## src/rtl/atm_pkg.sv

```systemverilog
// Shared definitions for the ATM session controller: state encoding, ledger op codes, menu codes.
package atm_pkg;

  typedef enum logic [2:0] {
    ST_IDLE      = 3'd0,
    ST_PIN_ENTRY = 3'd1,
    ST_PIN_CHECK = 3'd2,
    ST_MENU      = 3'd3,
    ST_ISSUE     = 3'd4,
    ST_WAIT_RSP  = 3'd5,
    ST_LOCKOUT   = 3'd6,
    ST_END       = 3'd7
  } state_e;

  localparam logic [1:0] OP_INQ = 2'b00;
  localparam logic [1:0] OP_DEP = 2'b01;
  localparam logic [1:0] OP_WDR = 2'b10;

  localparam logic [2:0] SEL_BAL   = 3'b001;
  localparam logic [2:0] SEL_RAPID = 3'b010;
  localparam logic [2:0] SEL_WDR   = 3'b011;
  localparam logic [2:0] SEL_DEP   = 3'b100;
  localparam logic [2:0] SEL_EXIT  = 3'b101;

  function automatic logic is_session(state_e s);
    return (s == ST_PIN_ENTRY) || (s == ST_PIN_CHECK) || (s == ST_MENU) ||
           (s == ST_ISSUE) || (s == ST_WAIT_RSP);
  endfunction

endpackage

```

## src/rtl/atm_session_ctrl_if.sv

```systemverilog
// Command/response handshake between the session controller and the ledger datapath.
interface atm_session_ctrl_if;
  logic       cmd_valid;
  logic [1:0] cmd_op;
  logic [7:0] cmd_amount;
  logic       cmd_ready;
  logic       rsp_valid;
  logic       rsp_ok;

  modport master (output cmd_valid, cmd_op, cmd_amount, input cmd_ready, rsp_valid, rsp_ok);
  modport slave  (input cmd_valid, cmd_op, cmd_amount, output cmd_ready, rsp_valid, rsp_ok);
endinterface

```

## src/rtl/atm_session_timer.sv

```systemverilog
// Loadable down-counter: clr forces zero, load sets the start value, done flags zero.
module atm_session_timer #(
  parameter int unsigned W = 32
) (
  input  logic         clk,
  input  logic         rst,
  input  logic         clr,
  input  logic         load,
  input  logic [W-1:0] load_val,
  output logic         done
);

  logic [W-1:0] cnt;

  always_ff @(posedge clk) begin
    if (rst || clr) begin
      cnt <= '0;
    end else if (load) begin
      cnt <= load_val;
    end else if (cnt != '0) begin
      cnt <= cnt - 1'b1;
    end
  end

  assign done = (cnt == '0);

endmodule

```

## src/rtl/atm_session_ctrl.sv

```systemverilog
// Session controller: card presence, PIN entry with lockout, menu decode and ledger command handshake.
module atm_session_ctrl
  import atm_pkg::*;
#(
  parameter logic [15:0] PIN_VALUE      = 16'h1234,
  parameter int unsigned MAX_TRIES      = 3,
  parameter int unsigned TIMEOUT_CYCLES = 50_000_000,
  parameter int unsigned LOCK_CYCLES    = 100_000_000,
  parameter logic [7:0]  RAPID_AMOUNT   = 8'd20
) (
  input  logic               clk,
  input  logic               rst,
  input  logic               card_valid,
  input  logic               digit_valid,
  input  logic [3:0]         digit,
  input  logic               enter_btn,
  input  logic               cancel_btn,
  input  logic               menu_go,
  input  logic [2:0]         menu_sel,
  input  logic [7:0]         amount,
  atm_session_ctrl_if.master ledger,
  output logic               session_active,
  output logic               locked,
  output logic               pin_err,
  output logic               timeout,
  output logic               txn_ok,
  output logic               txn_fail,
  output logic [1:0]         tries_left,
  output logic [2:0]         state_dbg
);

  localparam int unsigned TW = 32;
  localparam logic [TW-1:0] TO_LOAD    = TW'(TIMEOUT_CYCLES - 1);
  localparam logic [TW-1:0] LK_LOAD    = TW'(LOCK_CYCLES - 1);
  localparam logic [1:0]    TRIES_INIT = 2'(MAX_TRIES);

  state_e      state, state_nxt;
  logic [15:0] pin_buf, pin_buf_nxt;
  logic [2:0]  pin_cnt, pin_cnt_nxt;
  logic [1:0]  tries_nxt;
  logic        card_gone, card_gone_nxt;
  logic [1:0]  op_nxt;
  logic [7:0]  amt_nxt;
  logic        pin_err_nxt, timeout_nxt, txn_ok_nxt, txn_fail_nxt;
  logic        activity;
  logic        idle_clr, idle_load, idle_done;
  logic        lock_clr, lock_load, lock_done;

  assign activity = digit_valid | enter_btn | cancel_btn | menu_go;

  // Inactivity restarts on every button event and on entering a timed state.
  assign idle_clr  = !((state_nxt == ST_PIN_ENTRY) || (state_nxt == ST_MENU));
  assign idle_load = (state_nxt != state) || activity;
  assign lock_clr  = (state_nxt != ST_LOCKOUT);
  assign lock_load = (state != ST_LOCKOUT);

  atm_session_timer #(.W(TW)) u_idle_tmr (
    .clk(clk), .rst(rst), .clr(idle_clr), .load(idle_load), .load_val(TO_LOAD), .done(idle_done)
  );

  atm_session_timer #(.W(TW)) u_lock_tmr (
    .clk(clk), .rst(rst), .clr(lock_clr), .load(lock_load), .load_val(LK_LOAD), .done(lock_done)
  );

  always_comb begin
    state_nxt     = state;
    pin_buf_nxt   = pin_buf;
    pin_cnt_nxt   = pin_cnt;
    tries_nxt     = tries_left;
    card_gone_nxt = card_gone;
    op_nxt        = ledger.cmd_op;
    amt_nxt       = ledger.cmd_amount;
    pin_err_nxt   = 1'b0;
    timeout_nxt   = 1'b0;
    txn_ok_nxt    = 1'b0;
    txn_fail_nxt  = 1'b0;

    case (state)
      ST_IDLE: begin
        card_gone_nxt = 1'b0;
        if (card_valid) begin
          pin_buf_nxt = '0;
          pin_cnt_nxt = '0;
          state_nxt   = ST_PIN_ENTRY;
        end
      end
      ST_PIN_ENTRY: begin
        if (!card_valid) begin
          state_nxt = ST_END;
        end else if (cancel_btn) begin
          pin_buf_nxt = '0;
          pin_cnt_nxt = '0;
        end else if (enter_btn) begin
          state_nxt = ST_PIN_CHECK;
        end else if (digit_valid) begin
          if ((digit <= 4'd9) && (pin_cnt < 3'd4)) begin
            pin_buf_nxt = {pin_buf[11:0], digit};
            pin_cnt_nxt = pin_cnt + 3'd1;
          end
        end else if (idle_done) begin
          timeout_nxt = 1'b1;
          state_nxt   = ST_END;
        end
      end
      ST_PIN_CHECK: begin
        if (!card_valid) begin
          state_nxt = ST_END;
        end else if ((pin_cnt == 3'd4) && (pin_buf == PIN_VALUE)) begin
          tries_nxt = TRIES_INIT;
          state_nxt = ST_MENU;
        end else begin
          pin_err_nxt = 1'b1;
          pin_buf_nxt = '0;
          pin_cnt_nxt = '0;
          tries_nxt   = (tries_left != 2'd0) ? tries_left - 2'd1 : 2'd0;
          state_nxt   = (tries_left <= 2'd1) ? ST_LOCKOUT : ST_PIN_ENTRY;
        end
      end
      ST_MENU: begin
        if (!card_valid || cancel_btn) begin
          state_nxt = ST_END;
        end else if (menu_go) begin
          case (menu_sel)
            SEL_BAL: begin
              op_nxt = OP_INQ; amt_nxt = '0; state_nxt = ST_ISSUE;
            end
            SEL_RAPID: begin
              op_nxt = OP_WDR; amt_nxt = RAPID_AMOUNT; state_nxt = ST_ISSUE;
            end
            SEL_WDR: if (amount != 8'd0) begin
              op_nxt = OP_WDR; amt_nxt = amount; state_nxt = ST_ISSUE;
            end
            SEL_DEP: if (amount != 8'd0) begin
              op_nxt = OP_DEP; amt_nxt = amount; state_nxt = ST_ISSUE;
            end
            SEL_EXIT: state_nxt = ST_END;
            default: ;
          endcase
        end else if (idle_done) begin
          timeout_nxt = 1'b1;
          state_nxt   = ST_END;
        end
      end
      ST_ISSUE: begin
        // Card loss is remembered so the in-flight transaction still completes.
        if (!card_valid) card_gone_nxt = 1'b1;
        if (ledger.cmd_ready) state_nxt = ST_WAIT_RSP;
      end
      ST_WAIT_RSP: begin
        if (!card_valid) card_gone_nxt = 1'b1;
        if (ledger.rsp_valid) begin
          txn_ok_nxt   = ledger.rsp_ok;
          txn_fail_nxt = !ledger.rsp_ok;
          state_nxt    = (card_gone || !card_valid) ? ST_END : ST_MENU;
        end
      end
      ST_LOCKOUT: begin
        if (lock_done) begin
          tries_nxt = TRIES_INIT;
          state_nxt = ST_IDLE;
        end
      end
      ST_END: state_nxt = ST_IDLE;
      default: state_nxt = ST_IDLE;
    endcase
  end

  always_ff @(posedge clk) begin
    if (rst) begin
      state             <= ST_IDLE;
      pin_buf           <= '0;
      pin_cnt           <= '0;
      tries_left        <= TRIES_INIT;
      card_gone         <= 1'b0;
      ledger.cmd_valid  <= 1'b0;
      ledger.cmd_op     <= OP_INQ;
      ledger.cmd_amount <= '0;
      session_active    <= 1'b0;
      locked            <= 1'b0;
      pin_err           <= 1'b0;
      timeout           <= 1'b0;
      txn_ok            <= 1'b0;
      txn_fail          <= 1'b0;
    end else begin
      state             <= state_nxt;
      pin_buf           <= pin_buf_nxt;
      pin_cnt           <= pin_cnt_nxt;
      tries_left        <= tries_nxt;
      card_gone         <= card_gone_nxt;
      ledger.cmd_valid  <= (state_nxt == ST_ISSUE);
      ledger.cmd_op     <= op_nxt;
      ledger.cmd_amount <= amt_nxt;
      session_active    <= is_session(state_nxt);
      locked            <= (state_nxt == ST_LOCKOUT);
      pin_err           <= pin_err_nxt;
      timeout           <= timeout_nxt;
      txn_ok            <= txn_ok_nxt;
      txn_fail          <= txn_fail_nxt;
    end
  end

  assign state_dbg = state;

endmodule

```

## src/flat_wrapper.sv

```systemverilog
// flat-port wrapper written by rule: the top's interface ports become plain ports
module atm_session_ctrl_flat import atm_pkg::*;
#(
  parameter logic [15:0] PIN_VALUE      = 16'h1234,
  parameter int unsigned MAX_TRIES      = 3,
  parameter int unsigned TIMEOUT_CYCLES = 50_000_000,
  parameter int unsigned LOCK_CYCLES    = 100_000_000,
  parameter logic [7:0]  RAPID_AMOUNT   = 8'd20
)
  (clk, rst, card_valid, digit_valid, digit, enter_btn, cancel_btn, menu_go, menu_sel, amount, session_active, locked, pin_err, timeout, txn_ok, txn_fail, tries_left, state_dbg, ledger_cmd_valid, ledger_cmd_op, ledger_cmd_amount, ledger_cmd_ready, ledger_rsp_valid, ledger_rsp_ok);
  atm_session_ctrl_if ledger_i ();
  input  logic clk;
  input  logic rst;
  input  logic card_valid;
  input  logic digit_valid;
  input  logic [3:0] digit;
  input  logic enter_btn;
  input  logic cancel_btn;
  input  logic menu_go;
  input  logic [2:0] menu_sel;
  input  logic [7:0] amount;
  output logic session_active;
  output logic locked;
  output logic pin_err;
  output logic timeout;
  output logic txn_ok;
  output logic txn_fail;
  output logic [1:0] tries_left;
  output logic [2:0] state_dbg;
  output wire logic [$bits(ledger_i.cmd_valid)-1:0] ledger_cmd_valid;
  output wire logic [$bits(ledger_i.cmd_op)-1:0] ledger_cmd_op;
  output wire logic [$bits(ledger_i.cmd_amount)-1:0] ledger_cmd_amount;
  input wire logic [$bits(ledger_i.cmd_ready)-1:0] ledger_cmd_ready;
  input wire logic [$bits(ledger_i.rsp_valid)-1:0] ledger_rsp_valid;
  input wire logic [$bits(ledger_i.rsp_ok)-1:0] ledger_rsp_ok;
  assign ledger_cmd_valid = ledger_i.cmd_valid;
  assign ledger_cmd_op = ledger_i.cmd_op;
  assign ledger_cmd_amount = ledger_i.cmd_amount;
  assign ledger_i.cmd_ready = ledger_cmd_ready;
  assign ledger_i.rsp_valid = ledger_rsp_valid;
  assign ledger_i.rsp_ok = ledger_rsp_ok;
  atm_session_ctrl #(.PIN_VALUE(PIN_VALUE), .MAX_TRIES(MAX_TRIES), .TIMEOUT_CYCLES(TIMEOUT_CYCLES), .LOCK_CYCLES(LOCK_CYCLES), .RAPID_AMOUNT(RAPID_AMOUNT)) u_core (.clk(clk), .rst(rst), .card_valid(card_valid), .digit_valid(digit_valid), .digit(digit), .enter_btn(enter_btn), .cancel_btn(cancel_btn), .menu_go(menu_go), .menu_sel(menu_sel), .amount(amount), .ledger(ledger_i), .session_active(session_active), .locked(locked), .pin_err(pin_err), .timeout(timeout), .txn_ok(txn_ok), .txn_fail(txn_fail), .tries_left(tries_left), .state_dbg(state_dbg));
endmodule
```

## config.mk

```make
export PLATFORM = sky130hd
export DESIGN_NAME = atm_session_ctrl_flat
export DESIGN_NICKNAME = d
export VERILOG_FILES = /design/src/rtl/atm_pkg.sv /design/src/rtl/atm_session_ctrl_if.sv /design/src/rtl/atm_session_timer.sv /design/src/rtl/atm_session_ctrl.sv /design/src/flat_wrapper.sv
export SDC_FILE = /design/constraint.sdc
export NUM_CORES = 1
export LEC_CHECK = 0
export ABC_AREA = 1
export ABC_CLOCK_PERIOD_IN_PS = 3640
export CAP_MARGIN = 40
export CORE_MARGIN = 2
export CORE_UTILIZATION = 60
export CTS_CLUSTER_SIZE = 40
export DETAILED_ROUTE_END_ITERATION = 8
export HOLD_SLACK_MARGIN = 0.03
export PLACE_DENSITY = 0.91
export SLEW_MARGIN = 25
export SYNTH_ARGS = -nofsm -noshare
export SYNTH_HDL_FRONTEND = slang
export SYNTH_SLANG_ARGS = --single-unit
```

## constraint.sdc

```tcl
create_clock -name clk -period 3.64 [get_ports clk]
set_input_delay 0.546 -clock clk [delete_from_list [all_inputs] [get_ports clk]]
set_output_delay 0.546 -clock clk [all_outputs]
set_load 0.02 [all_outputs]
```

==> flow_summary.toml <==
[clocking]
clock_sinks = 106
cts_hold_buf = 0
post-cts-setup-buffer-count = 0
path_clk_slew_ns = 0.11
ctsResizeCount = 0
h-tree-depth = 3
cts_max_path_buffers = 2
clock_latency_ns = 0.39
cts-root-buf = "clkbuf_8"
cts_buffers = 9
cts_tree = "yes"

[final_layout]
final-seq-area_mm2 = 0.00212
drive_above_1_share_pct = 9.52
fill_cells = 833
final_net_count = 971
design_area_mm2 = 0.00679
stdcell_count = 1078
n_antenna_cell = 0
syn2layout_area_growth_pct = 12.4
multiInputGateArea_mm2 = 0.00336

[synth]
synth_seq_cells = 106
synth_warnings = 0
syn_area_per_cell_um2 = 6.73
synth_edf_count = 0
synth.distinct_cells = 44
synthCells = 898
synth_ff_type = "dfxtp_1"
syn_nets = 929
synth_area_mm2 = 0.00604
async_flop_share_pct = 0
ys_seq_area_share_pct = 35.1

[grt]
gr-total-overflow = 0
grt_pass1_vias = 5365
grt_max_degree = 22
grt_pass1_wl_mm = 24.3
antenna_found_initial = 0
track_usage_pct = 26.9

[drt]
wl_met3_mm = 1.16
vias = 5919
avgRoutedWirePerCell_um = 13.6
finalWirelength_mm = 14.7
drcViolationCount = 0
final_antenna_net_count = 0
wl_met1_mm = 6.42
wl_met2_mm = 6.78
drt_iter0_drc = 518
top_layer = "met4"
dr.pass1.iters = 5
vias_per_cell = 5.49

[power]
p_leak_nw = 3.14
powerDensity_mw_per_mm2 = 790
ir_drop_uv = 481

[timing]
post-route-period-util_pct = 77.9
tns_ns = 0
timing.final.ws_setup_ns = 0.805
slew_viol_final = 0
worst_slew_pin_slew_ns = 0.599
hold_slack_ns = 0.456
finalSetupViolCount = 0
fin_crit_ns = 2.84
relSlewSlack_pct = 60.0
fin_worst_skew_ns = 0.0156
finalHoldViolCount = 0
fmax_ghz = 0.353
grt_setup_unrepaired = "false"

[min_path]
hold_class = "reg -> reg"

[worst_setup_path]
cp.arrival_ns = 3.12
critPathMaxFanout = 9
cp.required_ns = 3.93
end_kind = "flop"
worstSetupPathType = "reg -> reg"
worstSetupStartpointType = "flop"

[floorplan]
dieArea_mm2 = 0.0109
die_w_um = 104
num_rows = 36
core-area_mm2 = 0.00977
dieHeight_um = 104
ios = 47
initial_core_util_pct = 61.8

[placement]
dpl-instance-area_mm2 = 0.00659
port_buffers = 46
gp_congestion = 0.995
hpwl_mm = 10.9
dp_slack_ns = 0.609
dp.cells = 1062

[flow_run]
maxCapViolations = 0

[status]
run_status = "finished, final reports clean"
per-stage QoR:
| stage | power, mW | util, % |
|---|---|---|
| after floorplan | 3.92 | - |
| after global placement | 4.52 | 67.5 |
| after detailed placement | 4.56 | 67.5 |
| after CTS | 5.33 | 69.5 |
| after global routing | 5.80 | 69.5 |
| final | 5.37 | 69.5 |
flip-flops by register name, indices dropped and copies added (netlist names), 2 cells and up:
name,cells
u_core.u_idle_tmr.cnt,32
u_core.u_lock_tmr.cnt,32
u_core.pin_buf,16
u_core.ledger.cmd_amount,8
u_core.pin_cnt,3
u_core.state_dbg,3
u_core.ledger.cmd_op,2
u_core.tries_left,2
placed cells by master (no fill, tap or decap), types with 25 or more instances in the layout:
cell type	netlist	routed
nor2_1	151	151
clkdlybuf4s50_1	0	46
dfxtp_1	106	106
xor2_1	27	27
nor2_2	25	25
inv_1	111	111
nand4_1	38	38
nand2_1	183	183
nand3_1	57	57
a21oi_1	45	45
logic make-up (layout without fill, tap and decap cells):
family / count (synthesis) / in the layout / synth area share [%]
AOI/OAI and AO/OA: 90 / 90 / 8.78
adders and majority gates: 6 / 6 / 1.24
DFF: 106 / 106 / 35.1
and+or+nand+nor: 524 / 524 / 41.0
xor gates and xnor gates: 32 / 32 / 4.64
buffers and inverters: 140 / 187 / 9.26
synthesized netlist by cell type (9+ instances only):
library cell | n | area share, %
a21oi_1 | 45 | 3.7
nand2_2 | 9 | 0.93
xor2_1 | 27 | 3.9
nand4_1 | 38 | 3.9
nand2_1 | 183 | 11
nor2_1 | 151 | 9.4
o21ai_0 | 14 | 1.2
nand3_1 | 57 | 4.7
inv_2 | 9 | 0.56
dfxtp_1 | 106 | 35
inv_1 | 111 | 6.9
nor3_1 | 20 | 1.7
nor2_2 | 25 | 2.6
a31oi_1 | 11 | 1.1
nand3b_1 | 11 | 1.4
layer usage:
metal | global-route usage, % | up-vias
met1 | 35.7 | 2668
met4 | 10.8 | 0
met2 | 43.3 | 236
li1 | - | 2984
met5 | 0 | -
met3 | 4.89 | 31
where the power goes:
| group | switching, mW | internal, mW |
|---|---|---|
| registers | 0.137 | 1.32 |
| logic | 2.17 | 1.00 |
| clock network | 0.469 | 0.275 |
final timing paths:
| path | cells after the start | slack [ns] | end | from |
|---|---|---|---|---|
| setup reg to reg | 14 | 0.80 | u_core.u_idle_tmr.cnt[28]$_SDFFE_PP0P_ | u_core.u_idle_tmr.cnt[0]$_SDFFE_PP0P_ |
| hold reg to reg | 2 | 0.46 | u_core.ledger.cmd_op[1]$_SDFFE_PP0P_ | u_core.ledger.cmd_op[1]$_SDFFE_PP0P_ |
| setup / recovery | 14 | 0.80 | u_core.u_idle_tmr.cnt[28]$_SDFFE_PP0P_ | u_core.u_idle_tmr.cnt[0]$_SDFFE_PP0P_ |
| hold / removal | 2 | 0.46 | u_core.ledger.cmd_op[1]$_SDFFE_PP0P_ | u_core.ledger.cmd_op[1]$_SDFFE_PP0P_ |
critical path: stages (launching register included):
cell and delay (ns):
dfxtp_1 0.40, clkinv_1 0.26, ha_1 0.32, nand2_1 0.10, nor2_1 0.06, nand2_1 0.07, nor2_1 0.09, nand2_2 0.16
nand2_1 0.15, nor2_2 0.28, nand3b_1 0.20, nor3_1 0.31, nand2_1 0.12, xor2_1 0.17, nor2_2 0.05
area by class of cell:
type                       instances  share of cell area, %
clock buffer                       9                   1.82
clock inverter                     7                   1.12
inverter                         121                   6.69
multi-input combinational        652                   49.5
sequential                       106                   31.2
tap                              133                   2.45
timing repair buffer              50                   7.22
No activity file was read; power rests on OpenSTA's default activity.
